### config.mk
export PLATFORM = sky130hd
export DESIGN_NAME = pulse_hold
export DESIGN_NICKNAME = d
export VERILOG_FILES = /design/src/rtl/pulse_hold_pkg.sv /design/src/rtl/pend_counter.sv /design/src/rtl/pulse_hold.sv
export SDC_FILE = /design/constraint.sdc
export NUM_CORES = 1
export LEC_CHECK = 0
export CAP_MARGIN = 20
export CORE_AREA = 4 4 45 47
export CTS_CLUSTER_SIZE = 25
export DETAILED_ROUTE_END_ITERATION = 10
export DIE_AREA = 0 0 49 51
export GPL_TIMING_DRIVEN = 1
export PLACE_DENSITY = 0.56
export RECOVER_POWER = 100
export SLEW_MARGIN = 20
export SYNTH_ARGS = -nofsm -noshare
export SYNTH_HDL_FRONTEND = slang
export SYNTH_SLANG_ARGS = --single-unit
### constraint.sdc
create_clock -name CLK -period 1.76 [get_ports CLK]
set_clock_uncertainty 0.1 [all_clocks]
set_input_delay 0.528 -clock CLK [delete_from_list [all_inputs] [get_ports CLK]]
set_output_delay 0.528 -clock CLK [all_outputs]
set_load 0.1 [all_outputs]
### src/rtl/pulse_hold_pkg.sv
// Shared types for the pulse_hold event-to-level converter.
package pulse_hold_pkg;

    typedef enum logic [1:0] {
        IDLE     = 2'd0,
        HIGH     = 2'd1,
        WAIT_LOW = 2'd2
    } ph_state_t;

endpackage

### src/rtl/pend_counter.sv
// Saturating up/down counter of queued events; flags an increment that cannot be stored.
module pend_counter #(
    parameter int unsigned MAX = 7,
    parameter int unsigned W   = 3
) (
    input  logic         CLK,
    input  logic         reset,
    input  logic         inc,
    input  logic         dec,
    output logic [W-1:0] count,
    output logic         drop
);

    localparam logic [W-1:0] MAXV = W'(MAX);

    // Simultaneous inc and dec cancel, so a full counter can still accept while launching.
    assign drop = inc && !dec && (count == MAXV);

    always_ff @(posedge CLK) begin
        if (reset) begin
            count <= '0;
        end else if (inc && !dec) begin
            if (count != MAXV) begin
                count <= count + W'(1);
            end
        end else if (dec && !inc) begin
            if (count != '0) begin
                count <= count - W'(1);
            end
        end
    end

endmodule

### src/rtl/pulse_hold.sv
// Converts single-cycle event pulses into a held request level with a four-phase
// req/ack handshake; events arriving mid-handshake are queued and replayed in order.
module pulse_hold
    import pulse_hold_pkg::*;
#(
    parameter int unsigned  HOLD_CYCLES = 4,
    parameter int unsigned  MAX_PENDING = 7,
    localparam int unsigned PW          = $clog2(MAX_PENDING + 1)
) (
    input  logic          CLK,
    input  logic          reset,
    input  logic          x,
    input  logic          ack,
    output logic          y,
    output logic          busy,
    output logic [PW-1:0] pending,
    output logic          overflow
);

    localparam int unsigned HW        = $clog2(HOLD_CYCLES + 1);
    localparam logic [HW-1:0] HOLD_INIT = HW'(HOLD_CYCLES - 1);

    ph_state_t     state;
    logic [HW-1:0] hold;
    logic          launch;
    logic          inc;
    logic          dec;
    logic          drop;

    // An event in IDLE with an empty queue launches directly instead of being counted.
    assign launch = (state == IDLE) && (x || (pending != '0));
    assign inc    = x && !((state == IDLE) && (pending == '0));
    assign dec    = (state == IDLE) && (pending != '0);
    assign busy   = (state != IDLE);

    pend_counter #(
        .MAX (MAX_PENDING),
        .W   (PW)
    ) u_pend (
        .CLK   (CLK),
        .reset (reset),
        .inc   (inc),
        .dec   (dec),
        .count (pending),
        .drop  (drop)
    );

    always_ff @(posedge CLK) begin
        if (reset) begin
            state    <= IDLE;
            y        <= 1'b0;
            hold     <= '0;
            overflow <= 1'b0;
        end else begin
            overflow <= overflow | drop;
            case (state)
                IDLE: begin
                    if (launch) begin
                        y     <= 1'b1;
                        hold  <= HOLD_INIT;
                        state <= HIGH;
                    end
                end
                HIGH: begin
                    if ((hold == '0) && ack) begin
                        y     <= 1'b0;
                        state <= WAIT_LOW;
                    end else if (hold != '0) begin
                        hold <= hold - HW'(1);
                    end
                end
                WAIT_LOW: begin
                    if (!ack) begin
                        state <= IDLE;
                    end
                end
                default: begin
                    y     <= 1'b0;
                    state <= IDLE;
                end
            endcase
        end
    end

endmodule

After elaboration in Yosys (flattened, before gate mapping)
Cells that the tools add are included.

cells by class
  add/subtract/negate cells = 3
  $mul = 0
  div/mod/pow operators = 0
  order comparisons = 0
  equality and inequality tests = 10
  shift-type cells = 0
  multiplexer cells = 15
  bitwise logic cells = 2
  reductions and logical operators = 25

operators by type and width
  operator             number
  $mux 3               7
  $ne 2x2->1 const B   6
  $reduce_and 3->1     3
  $logic_and 1x1->1    8
  $reduce_bool 2->1    4
  $logic_not 3->1      2
  $mux 2               3
  $pmux 2 s3           1
  $pmux 3 s2           1
  $reduce_bool 3->1    2
  $sub 3x1->3 const B  2
  $reduce_and 4->1     1
  $add 3x1->3 const B  1
  $eq 3x3->1 const B   1
  $logic_not 1->1      3
  $ne 3x3->1 const B   1
  $pmux 1 s3           1
  $eq 2x1->1 const B   1
  $eq 2x2->1 const B   1
  $logic_not 2->1      1
  $mux 1               2
  $logic_or 1x1->1     1
  $not 1->1            1
  $or 1x1->1           1

word-level totals
  register bits = 10
  latch bits = 0
  RAM bits = 0
  bits in read-only memories = 0
  output and inout port bits = 6
  memories = 0

Depth between registers and ports, before layout
  word-level depth = 8
  depth in mapped cells = 7
  gate-level depth less buffers = 7

By module
A second synthesis with hierarchy kept.

unflattened totals
  cell total of the unflattened synthesis = 69
  area total of the unflattened synthesis = 605.6 um^2

by module, submodules not included
  module        times used  cells each  area each (um^2)  sequential area each (um^2)
  pulse_hold    1           41          374.1             140.1
  pend_counter  1           28          231.5             60.1

Least setup slack after synthesis
OpenSTA, ideal clock, no wires.

  kind = register to register
  start = register u_pend.count[0]
  end = register u_pend.count[2]
  library setup time = 0.078 ns
  data arrival time = 1.846 ns
  data required time = 1.582 ns
  setup slack = -0.265 ns
  cell stages (with the launch flop) = 5
  buffers on the path = 0
  period minus slack after synthesis = 2.025 ns
  path through = dfxtp_1 > fa_1 > nor3b_1 > nor3_1 > nor3_1

on the way
  word-level cells in the longest chain between the ends = 8

ends and longest elaborated chain
  element                                              RTL line            text
  start, declared                                      pend_counter.sv:10  output logic [W-1:0] count,
  start signal, assigned                               pend_counter.sv:24  count <= count + W'(1);
  start signal, assigned                               pend_counter.sv:28  count <= count - W'(1);
  branches (longest 8 deep; another with $sub 3x1->3)  n/a

Parallel ways; which one is timed is not known. The select of a mux whose other input is x is not followed.
A chain may end at the register's enable or synchronous reset.

Worst setup path in the final report
  start = register state[1]
  end = output port busy

on the way
  word-level cells in the longest chain between the ends = 1

ends and longest elaborated chain
  element                 RTL line          text
  start, declared         pulse_hold.sv:23  ph_state_t state;
  start signal, assigned  pulse_hold.sv:50  state <= IDLE;
  start signal, assigned  pulse_hold.sv:61  state <= HIGH;
  start signal, assigned  pulse_hold.sv:67  state <= WAIT_LOW;
  $reduce_bool 2->1       pulse_hold.sv:34  assign busy = (state != IDLE);
  end, declared           pulse_hold.sv:15  output logic busy,

Every way passes these cells.

==> flow_metrics.tcl <==
set metrics [dict create \
    run_status "finished clean" \
    final_layout_size_suffix_gt1_share_pct 29.2 \
    ys_warn_count 0 \
    pwr_dens_mw_per_mm2 2150 \
    remaining_number_of_nets_flagged_by_the_antenna_check_after_routing 0 \
    design.final.nets 80 \
    synth_compound_area_share_pct 18.9 \
    worst_ir_drop_vdd_v 0.000728 \
    area_growth_pct 40.5 \
    wire_length_of_the_first_global_routing_pass_um 1860 \
    synth-adder-area-share_pct 8.85 \
    routed_wire_length_per_instance_um 11.6 \
    tightest_slew_ns 0.402 \
    synthesis.area_per_instance_um2 8.93 \
    io_buffer_count 9 \
    worst_setup_path_startpoint "state[1]" \
    max_freq_mhz 595 \
    start_util_pct 30.8 \
    gpl.final_weighted_congestion 0.732 \
    chipWidth_um 49 \
    combinational_family_with_the_most_area_after_synthesis "simple AND/OR/NAND/NOR gates" \
    numPlacedInstances 84 \
    reg2reg_slack_ns 0.14 \
    clock_pin_slew_worst_setup_and_hold_paths_ns 0.07 \
    hold_violation_count_in_the_final_report 0 \
    route.met3.wl_um 47 \
    rr_worst_depth 6 \
    layout.cells.most_common_list "8 x sky130_fd_sc_hd__dfxtp_1, 7 x sky130_fd_sc_hd__nor2_1, 6 x sky130_fd_sc_hd__a21oi_1" \
    placement.cell_area_um2 696 \
    tritoncts "built" \
    antenna_cells 0 \
    critPathRequiredTime_ns 1.13 \
    boundaryPins 10 \
    power_leakage_nw 0.298 \
    yosys_most_used_dff "sky130_fd_sc_hd__dfxtp_1" \
    timing.critical_path.slowest_stage_cell "sky130_fd_sc_hd__dfxtp_2" \
    final_design_area_no_fill_um2 716 \
    antenna_found_initial 0 \
    hold_class "reg -> reg" \
    synth_cell_types 25 \
    drt_wl_total_um 1030 \
    cts_made_buffers 3 \
    maxSlewViolCount 0 \
    timing.critical_path.to "busy" \
    cp_cell_sequence "or2_4, buf_12" \
    yosys-mux-area-fraction_pct 1.97 \
    post-route-drc-count 0 \
    final.setup.worst_slack_ns 0.0792 \
    timing.critical_path.to_type "output port" \
    first_global_vias 448 \
    worst_hold_startpoint "overflow" \
    arrival_ns 1.05 \
    clk_latency_ns 0.27 \
    vias_per_inst 4.97 \
    overall_die_height_um 51 \
    top_layer_used "met4" \
    ff_to_ff_end "hold[1]" \
    wirelength_met1_um 470 \
    cts-root-buf "sky130_fd_sc_hd__clkbuf_4" \
    htree_levels 1 \
    post-route-min-period_ns 1.68 \
    drt_iter0_markers 7 \
    total_routing_resource_utilization_after_global_routing_pct 9.87 \
    synth_simple_gate_area_share_pct 24.8 \
    place_worst_setup_slack_ns -0.438 \
    post_synth_instance_area_um2 509 \
    synth_top_cell_by_area "sky130_fd_sc_hd__dfxtp_1" \
    synth_cells 57 \
    sequential_fraction_of_the_synthesis_area_pct 39.3 \
    regToRegStartpoint "hold[0]" \
    met2_length_um 488 \
    cts.hold.buffers_added 0 \
    drt_first_pass_iters 3 \
    synth_seq_cells 10 \
    critical_path_peak_fanout 4 \
    synth_area_leaders "sky130_fd_sc_hd__dfxtp_1 39%, sky130_fd_sc_hd__a21oi_1 5.9%, sky130_fd_sc_hd__nor2_1 5.2%, sky130_fd_sc_hd__ha_1 4.9%, sky130_fd_sc_hd__fa_1 3.9%" \
    clock-sinks 10 \
    grt_start_max_net_pins 11 \
    clockBufferDepth 2 \
    worst_path_largest_cell_delay_ns 0.34 \
    synth_xor_area_share_pct 1.72 \
    netlist.area_leader.share_pct 39.3 \
    hpwl_um 784 \
    row_count 15 \
    layoutNonFillerInstCount 89 \
    edff_count_synth 0 \
    drv.max_cap_violation_count 0 \
    maxSlewHeadroom_pct 73.0 \
    routed-via-count 442 \
    min_period_over_period_pct 95.5 \
    timing_worst_setup_path_type "reg -> out" \
    unrepaired_setup_endpoints_after_global_routing "no" \
    coreArea_mm2 0.00165 \
    die-area_mm2 0.00250 \
    cp-start-kind "flop" \
    tns_ns 0 \
    synth-async-reset-ratio_pct 0 \
    timing.final.setup_violations 0 \
    grt_overflow 0 \
    final_common_cell "sky130_fd_sc_hd__dfxtp_1" \
    mappedNetlistNets 64 \
]
final cells by class:
class | count | area (µm²)
fill | 172 | 936
multi-input combinational | 41 | 290
sequential | 10 | 203
timing repair buffer | 12 | 146
clock buffer | 4 | 36.3
tap | 17 | 21.3
inverter | 5 | 18.8
stage by stage:
step                hold slack (ns)  util (%)  power (mW)
floorplan                     0.397         -        1.06
global placement              0.407      42.1        1.36
detailed placement            0.410      42.1        1.37
CTS                           0.423      45.3        1.63
global route                  0.427      43.3        1.66
finish                        0.372      43.3        1.54
synthesized netlist by cell type, drive strengths merged (2+ instances only):
| master | count |
|---|---|
| o21ai | 2 |
| inv | 5 |
| a21oi | 6 |
| dfxtp | 10 |
| nor2 | 7 |
| nor3 | 4 |
| a21o | 2 |
| ha | 2 |
| nor3b | 3 |
| nand2 | 3 |
how the worst min path moves through the flow:
stage	to	slack [ns]	cells after the start
2_1_floorplan	hold[0]	0.40	2
3_3_place_gp	hold[0]	0.41	2
3_5_place_dp	y	0.41	2
4_1_cts	hold[0]	0.42	2
5_1_grt	overflow	0.43	2
6_report	overflow	0.37	2
critical path: cells and delay by family, from the launching register on:
| kind | cells | cell delay, ns |
|---|---|---|
| flip-flops | 1 | 0.34 |
| AND/OR/NAND/NOR | 1 | 0.27 |
| buffers and inverters | 1 | 0.17 |
layer usage:
layer	up-vias	global-route usage, %
met3	2	2.04
li1	226	-
met5	-	0
met1	204	11.7
met4	0	8.07
met2	10	15.2
timing repair:
action | 4_1_cts | 5_1_grt
resized for setup | 7 | 3
pin swaps | 2 | 0
buffers inserted | 0 | 1
endpoints found under the setup margin | 4 | 2
registers in the layout, summed over array words and instances, names as in the netlist:
signal and flops:
state 2, y 1, u_pend.count 3, overflow 1
hold 3
power breakdown:
group	switching, mW	leakage (nW)	internal, mW
Combinational	0.575	0.194	0.368
Clock	0.0801	0.0210	0.126
Sequential	0.0861	0.0832	0.306
cells by family after synthesis:
logic type | Yosys count
simple gates | 22
compound gates | 14
flops | 10
buf+inv | 6
fa+ha+maj | 3
xor+xnor | 1
mux | 1
(Power assumes the default switching activity.)
